**src/rtl/axi4_lite_initiator.sv**
```systemverilog
// Single-outstanding AXI4-Lite initiator: turns one command into a read or
// write burst of one beat, returns the result, and flags stalled bus phases.
module axi4_lite_initiator #(
  parameter int TIMEOUT = 1024
) (
  input  logic        clk,
  input  logic        reset,
  input  logic        cmd_valid,
  output logic        cmd_ready,
  input  logic        cmd_write,
  input  logic        cmd_insn,
  input  logic [31:0] cmd_addr,
  input  logic [31:0] cmd_wdata,
  input  logic [3:0]  cmd_wstrb,
  output logic        rsp_valid,
  input  logic        rsp_ready,
  output logic [31:0] rsp_rdata,
  output logic        timeout,
  output logic        mem_axi_awvalid,
  input  logic        mem_axi_awready,
  output logic [31:0] mem_axi_awaddr,
  output logic [2:0]  mem_axi_awprot,
  output logic        mem_axi_wvalid,
  input  logic        mem_axi_wready,
  output logic [31:0] mem_axi_wdata,
  output logic [3:0]  mem_axi_wstrb,
  input  logic        mem_axi_bvalid,
  output logic        mem_axi_bready,
  output logic        mem_axi_arvalid,
  input  logic        mem_axi_arready,
  output logic [31:0] mem_axi_araddr,
  output logic [2:0]  mem_axi_arprot,
  input  logic        mem_axi_rvalid,
  output logic        mem_axi_rready,
  input  logic [31:0] mem_axi_rdata
);

  localparam int CW = $clog2(TIMEOUT + 2);
  localparam logic [CW-1:0] TIMEOUT_CNT = CW'(TIMEOUT);

  typedef enum logic [2:0] {IDLE, RD_ADDR, RD_DATA, WR_REQ, WR_RESP, RESP} state_t;

  state_t          state_reg, state_next;
  logic [31:0]     addr_reg, wdata_reg, rdata_reg;
  logic [3:0]      wstrb_reg;
  logic            insn_reg;
  logic            aw_done_reg, w_done_reg;
  logic            timeout_reg;
  logic [CW-1:0]   wait_cnt_reg, wait_cnt_next;
  logic            waiting;

  always_ff @(posedge clk or posedge reset) begin
    if (reset) state_reg <= IDLE;
    else       state_reg <= state_next;
  end

  always_comb begin
    state_next = state_reg;
    case (state_reg)
      IDLE:    if (cmd_valid) state_next = cmd_write ? WR_REQ : RD_ADDR;
      RD_ADDR: if (mem_axi_arready) state_next = RD_DATA;
      RD_DATA: if (mem_axi_rvalid) state_next = RESP;
      // A ready seen in the same cycle as the other channel's completion counts.
      WR_REQ:  if ((aw_done_reg || mem_axi_awready) && (w_done_reg || mem_axi_wready))
                 state_next = WR_RESP;
      WR_RESP: if (mem_axi_bvalid) state_next = RESP;
      RESP:    if (rsp_ready) state_next = IDLE;
      default: state_next = IDLE;
    endcase
  end

  always_comb begin
    cmd_ready       = (state_reg == IDLE);
    rsp_valid       = (state_reg == RESP);
    mem_axi_arvalid = (state_reg == RD_ADDR);
    mem_axi_rready  = (state_reg == RD_DATA);
    mem_axi_awvalid = (state_reg == WR_REQ) && !aw_done_reg;
    mem_axi_wvalid  = (state_reg == WR_REQ) && !w_done_reg;
    mem_axi_bready  = (state_reg == WR_RESP);
  end

  assign mem_axi_araddr = addr_reg;
  assign mem_axi_arprot = {insn_reg, 2'b00};
  assign mem_axi_awaddr = addr_reg;
  assign mem_axi_awprot = 3'b000;
  assign mem_axi_wdata  = wdata_reg;
  assign mem_axi_wstrb  = wstrb_reg;
  assign rsp_rdata      = rdata_reg;
  assign timeout        = timeout_reg;

  assign waiting = (state_reg == RD_ADDR) || (state_reg == RD_DATA) ||
                   (state_reg == WR_REQ)  || (state_reg == WR_RESP);

  always_comb begin
    wait_cnt_next = '0;
    if (state_next == state_reg && waiting) begin
      wait_cnt_next = wait_cnt_reg;
      if (wait_cnt_reg != '1) wait_cnt_next = wait_cnt_reg + CW'(1);
    end
  end

  always_ff @(posedge clk or posedge reset) begin
    if (reset) begin
      addr_reg     <= '0;
      wdata_reg    <= '0;
      wstrb_reg    <= '0;
      insn_reg     <= 1'b0;
      rdata_reg    <= '0;
      aw_done_reg  <= 1'b0;
      w_done_reg   <= 1'b0;
      wait_cnt_reg <= '0;
      timeout_reg  <= 1'b0;
    end else begin
      wait_cnt_reg <= wait_cnt_next;
      if (TIMEOUT != 0 && waiting && wait_cnt_next == TIMEOUT_CNT)
        timeout_reg <= 1'b1;
      case (state_reg)
        IDLE: if (cmd_valid) begin
          addr_reg    <= cmd_addr;
          wdata_reg   <= cmd_wdata;
          wstrb_reg   <= cmd_wstrb;
          insn_reg    <= cmd_insn;
          aw_done_reg <= 1'b0;
          w_done_reg  <= 1'b0;
        end
        WR_REQ: begin
          if (mem_axi_awready) aw_done_reg <= 1'b1;
          if (mem_axi_wready)  w_done_reg  <= 1'b1;
        end
        RD_DATA: if (mem_axi_rvalid) rdata_reg <= mem_axi_rdata;
        WR_RESP: if (mem_axi_bvalid) rdata_reg <= '0;
        default: ;
      endcase
    end
  end

endmodule

```
**config.mk**
```make
export PLATFORM = sky130hd
export DESIGN_NAME = axi4_lite_initiator
export DESIGN_NICKNAME = d
export VERILOG_FILES = /design/src/rtl/axi4_lite_initiator.sv
export SDC_FILE = /design/constraint.sdc
export NUM_CORES = 1
export LEC_CHECK = 0
export ABC_AREA = 1
export BUFFER_PORTS_ARGS = -buffer_cell sky130_fd_sc_hd__buf_4
export CAP_MARGIN = 25
export CORE_ASPECT_RATIO = 0.9
export CORE_MARGIN = 2
export CORE_UTILIZATION = 49
export CTS_CLUSTER_DIAMETER = 200
export DETAILED_ROUTE_END_ITERATION = 7
export PLACE_DENSITY = 0.95
export SYNTH_ARGS = -nofsm -noshare
export SYNTH_HDL_FRONTEND = slang
export SYNTH_SLANG_ARGS = --single-unit
```
**constraint.sdc**
```tcl
create_clock -name clk -period 10.8 [get_ports clk]
set_input_delay 2.16 -clock clk [delete_from_list [all_inputs] [get_ports clk]]
set_output_delay 2.16 -clock clk [all_outputs]
set_load 0.005 [all_outputs]
```
Word-level counts from Yosys, hierarchy flattened:

Cells that the tools add are included.

* flip-flop bits (word level): 118
* input bits: 111
* output and inout port bits: 146
* logic and storage cells: 61

* add/subtract/negate cells: 1
* equal/unequal tests: 13
* multiplexer cells: 18
* reductions and logical operators: 19

Operators with widths (count)
* $mux W32: 2
* $pmux W32 S2: 1
* $mux W11: 2
* $mux W3: 6
* $pmux W3 S6: 1
* $add A11 B1 Y11 const B: 1
* $eq A11 B11 Y1 const B: 1
* $ne A11 B11 Y1 const B: 1
* $ne A2 B2 Y1 const B: 5
* $reduce_and A3 Y1: 3
* $eq A3 B2 Y1 const B: 2
* $eq A3 B3 Y1 const B: 2
* $logic_and A1 B1 Y1: 5
* $logic_or A1 B1 Y1: 5
* $pmux W1 S2: 2
* $reduce_bool A2 Y1: 2
* $eq A3 B1 Y1 const B: 1
* $eq A3 B3 Y1: 1
* $logic_not A3 Y1: 1
* $mux W1: 3
* $logic_not A1 Y1: 2
* $mux W2: 1
* $reduce_and A2 Y1: 1

Logic depth before layout (Yosys ltp):

* depth in word-level cells: 9
* mapped depth: 15
* mapped depth without buffers: 14

Worst setup path after synthesis:

OpenSTA, ideal clock, no wires.

* path kind: in2reg
* from: in mem_axi_wready
* to: reg timeout_reg, in the netlist timeout
* library setup time: 116 ps
* data arrival time: 2985 ps
* required time: 10684 ps
* path slack: 7698 ps
* stages on the path: 13
* path buffers: 0
* cells stage by stage: inv_1 > nand2_1 > nand2_1 > nand2_1 > nand2_1 > nor2_4 > nand2_2 > nand2_1 > nand3_2 > o21ai_1 > nor2_1 > nand2_1 > nand2_1

* longest elaborated chain between the ends: 9

RTL lines
* start, declared: line 24 `input logic mem_axi_wready,`
* $logic_or A1 B1 Y1: line 64 `WR_REQ: if ((aw_done_reg || mem_axi_awready) && (w_done_reg || mem_axi_wready))`
* $logic_and A1 B1 Y1: line 64
* $mux W3: line 64
* $pmux W3 S6: line 59 `case (state_reg)`
* named net state_next[0]: line 43 `state_t state_reg, state_next;`
* $eq A3 B3 Y1: line 96 `if (state_next == state_reg && waiting) begin`
* $logic_and A1 B1 Y1: line 96
* $mux W11: line 96
* $eq A11 B11 Y1: line 115 `if (TIMEOUT != 0 && waiting && wait_cnt_next == TIMEOUT_CNT)`
* $logic_and A1 B1 Y1: line 115
* end signal, assigned: line 112 `timeout_reg <= 1'b0;`
* end signal, assigned: line 116 `timeout_reg <= 1'b1;`
* end, declared: line 48 `logic timeout_reg;`

The timed path passes the listed nets, and every way through them passes these cells.
A chain may end at the register's enable or synchronous reset.

Worst setup path after layout:

* from: reg state_reg[0]
* to: out mem_axi_awvalid

* longest elaborated chain between the ends: 2

RTL lines
* start, declared: line 43
* start signal, assigned: line 54 `else state_reg <= state_next;`
* $eq A3 B2 Y1: line 77 `mem_axi_awvalid = (state_reg == WR_REQ) && !aw_done_reg;`
* $logic_and A1 B1 Y1: line 77
* end, declared: line 19 `output logic mem_axi_awvalid,`

Every way passes these cells.

==> results.toml <==
[outcome]
outcome = "finished clean"

[logic_synthesis]
synth_cells = 565
ys_types = 33
syn_area_mm2 = 0.00513
yosysMostFrequentCell = "nand2_1"
synth-seq-cells = 118
synthTopCellsByArea = "dfrtp_1, nand2_1, buf_4"
synth_ff_type = "dfrtp_1"
ys_warn_count = 0
synth_top_area_share_pct = 57.6
ys_seq_area_share_pct = 57.6
synth_common_cells = "nand2_1, dfrtp_1, buf_4"
ys_async_sr_fraction_pct = 100
syn_avg_cell_area_um2 = 9.08
synth_edf_count = 0
synth_area_leader_cell = "dfrtp_1"

[cells_and_area]
drive_above_1_share_pct = 38.3
area_delta_synth_final_pct = 44.5
nFillCells = 769
final_nets = 892
final_core_utilization_pct = 72.7
diodes = 0

[sta]
timing.fmax_mhz = 274
finClkSkew_ns = 0.00758
relSlewSlack_pct = 34.5
period_minus_slack_ns = 3.65
tns_ns = 0
final_hold_viol_count = 0
worst_hold_slack_ns = 0.476
rsz0062_at_grt = "no"
finalMaxSlewViolations = 0
setup_violations = 0
worst_slew_pin_slew_ns = 0.981
fin_crit_sh_pct = 33.8

[detailed_routing]
first_pass_iters = 5
ant_nets = 0
drt_iter0_markers = 253
drt_wl_total_um = 13400
drcViolationCount = 0
vias = 4501
wl_per_cell_um = 14.6
routed_via_density = 4.89

[grt]
grt_max_degree = 73
grt_pass1_wl_um = 21400
track_usage_pct = 24.0
grt_pass1_vias = 4391
antenna_found_initial = 0
gr-total-overflow = 0

[clock_tree]
cts-root-buf = "clkbuf_16"
hold_buffers = 0
post_cts_buffers = 0
clockBufferDepth = 2
cts_tree = "built"
cts_resized = 0
path_clk_slew_ns = 0.05
htreeDepth = 4
numCtsBuffers = 17
insertion_delay_ns = 0.40
clock-sinks = 118

[critical_path]
worstReg2RegStart = "state_reg[0]$_DFF_PP0_"
timing.rr.end = "timeout$_DFFE_PP0P_"
r2r_setup_slack_ns = 8.24
critPathLaunchType = "flop"
cp.arrival_ns = 1.49
path_max_fanout = 8
rr_worst_depth = 10
end_kind = "output pin"
path_class = "reg -> out"
cp.required_ns = 8.64
cp-startpoint = "state_reg[0]$_DFF_PP0_"

[flow_run]
cap_violations = 0

[power]
p_leak_nw = 4.15
power_mw = 2.16
pwr_density_cell_mw_per_mm2 = 292
peakVddDrop_uv = 194

[floorplanning]
die_y_um = 101
start_util_pct = 50.3
rows = 35
die-width_um = 112
dieArea_mm2 = 0.0113
ios = 257
core_mm2 = 0.0102

[min_path]
hold_path_depth = 2
holdPathEnd = "timeout$_DFFE_PP0P_"
hp-start = "timeout$_DFFE_PP0P_"
hp-class = "reg -> reg"

[place]
gp_congestion = 0.880
io_buffers = 251
dp_hpwl_um = 9440
==> critical path, stage by stage, from the launching register on <==
cell and delay [ns]:
dfrtp_1 0.52, nand2_1 0.09, nor2_1 0.17, inv_1 0.11, nor2_1 0.10, buf_4 0.11
==> per-stage QoR <==
step           std cells  instance area (um2)  setup WS, ns
3_3_place_gp         890                 6820          6.76
3_5_place_dp         890                 6820          6.73
5_1_grt              921                 7410          6.97
4_1_cts              921                 7410          7.13
6_report             921                 7410          7.15
2_1_floorplan        569                 5140          5.51
==> power breakdown <==
group / internal, mW / switching, mW / total [mW]
clock network: 0.366 / 0.195 / 0.561
logic: 0.447 / 0.378 / 0.825
registers: 0.633 / 0.145 / 0.778
==> logic make-up (layout without fill, tap and decap cells) <==
kind of cell	after synthesis	count (layout)	share of synthesized area, %
AOI/OAI and AO/OA	46	46	7.56
xor gates and xnor gates	4	4	0.683
adders and majority gates	1	1	0.244
buffers and inverters	93	316	9.93
DFF	118	118	57.6
other	1	5	0.0731
and+or+nand+nor	302	302	24.0
==> per-layer routing <==
metal  global-route usage (%)  share of wire (%)  vias up
li1                         -                  -     2167
met2                     40.2                 51      192
met1                     30.5                 41     2121
met5                        0                  0        -
met4                     6.46                1.4        0
met3                     7.52                6.6       21
==> cell usage in the layout, fill, tap and decap left out, types with 3 or more instances in the layout <==
cell	synthesis	final
buf_4	39	253
nand2_1	250	250
dfrtp_1	118	118
a22o_1	32	32
inv_1	26	25
nor2_1	23	23
clkbuf_16	0	17
nand3_1	13	13
inv_2	6	6
conb_1	1	5
clkinv_2	0	5
nand4_1	4	4
nor2_4	3	3
a31oi_2	3	3
a21oi_1	3	3
bufinv_16	0	3
==> final cells by class <==
cell class / instances / area (um2) / share of cell area, %
Multi-Input combinational cell: 358 / 1680 / 22.7
Clock buffer: 18 / 439 / 5.92
Clock inverter: 13 / 156 / 2.11
Sequential cell: 118 / 2950 / 39.8
Tap cell: 129 / 161 / 2.18
Inverter: 32 / 123 / 1.65
Timing Repair Buffer: 253 / 1900 / 25.6
==> how the worst max path moves through the flow <==
stage                     slack (ns)                 endpoint
final                           7.15          mem_axi_awvalid
after global routing            6.97      timeout$_DFFE_PP0P_
after CTS                       7.13      timeout$_DFFE_PP0P_
after detailed placement        6.73      timeout$_DFFE_PP0P_
after global placement          6.76      timeout$_DFFE_PP0P_
after floorplan                 5.51  aw_done_reg$_DFFE_PP0P_
Power figures use the tool's default switching activity.
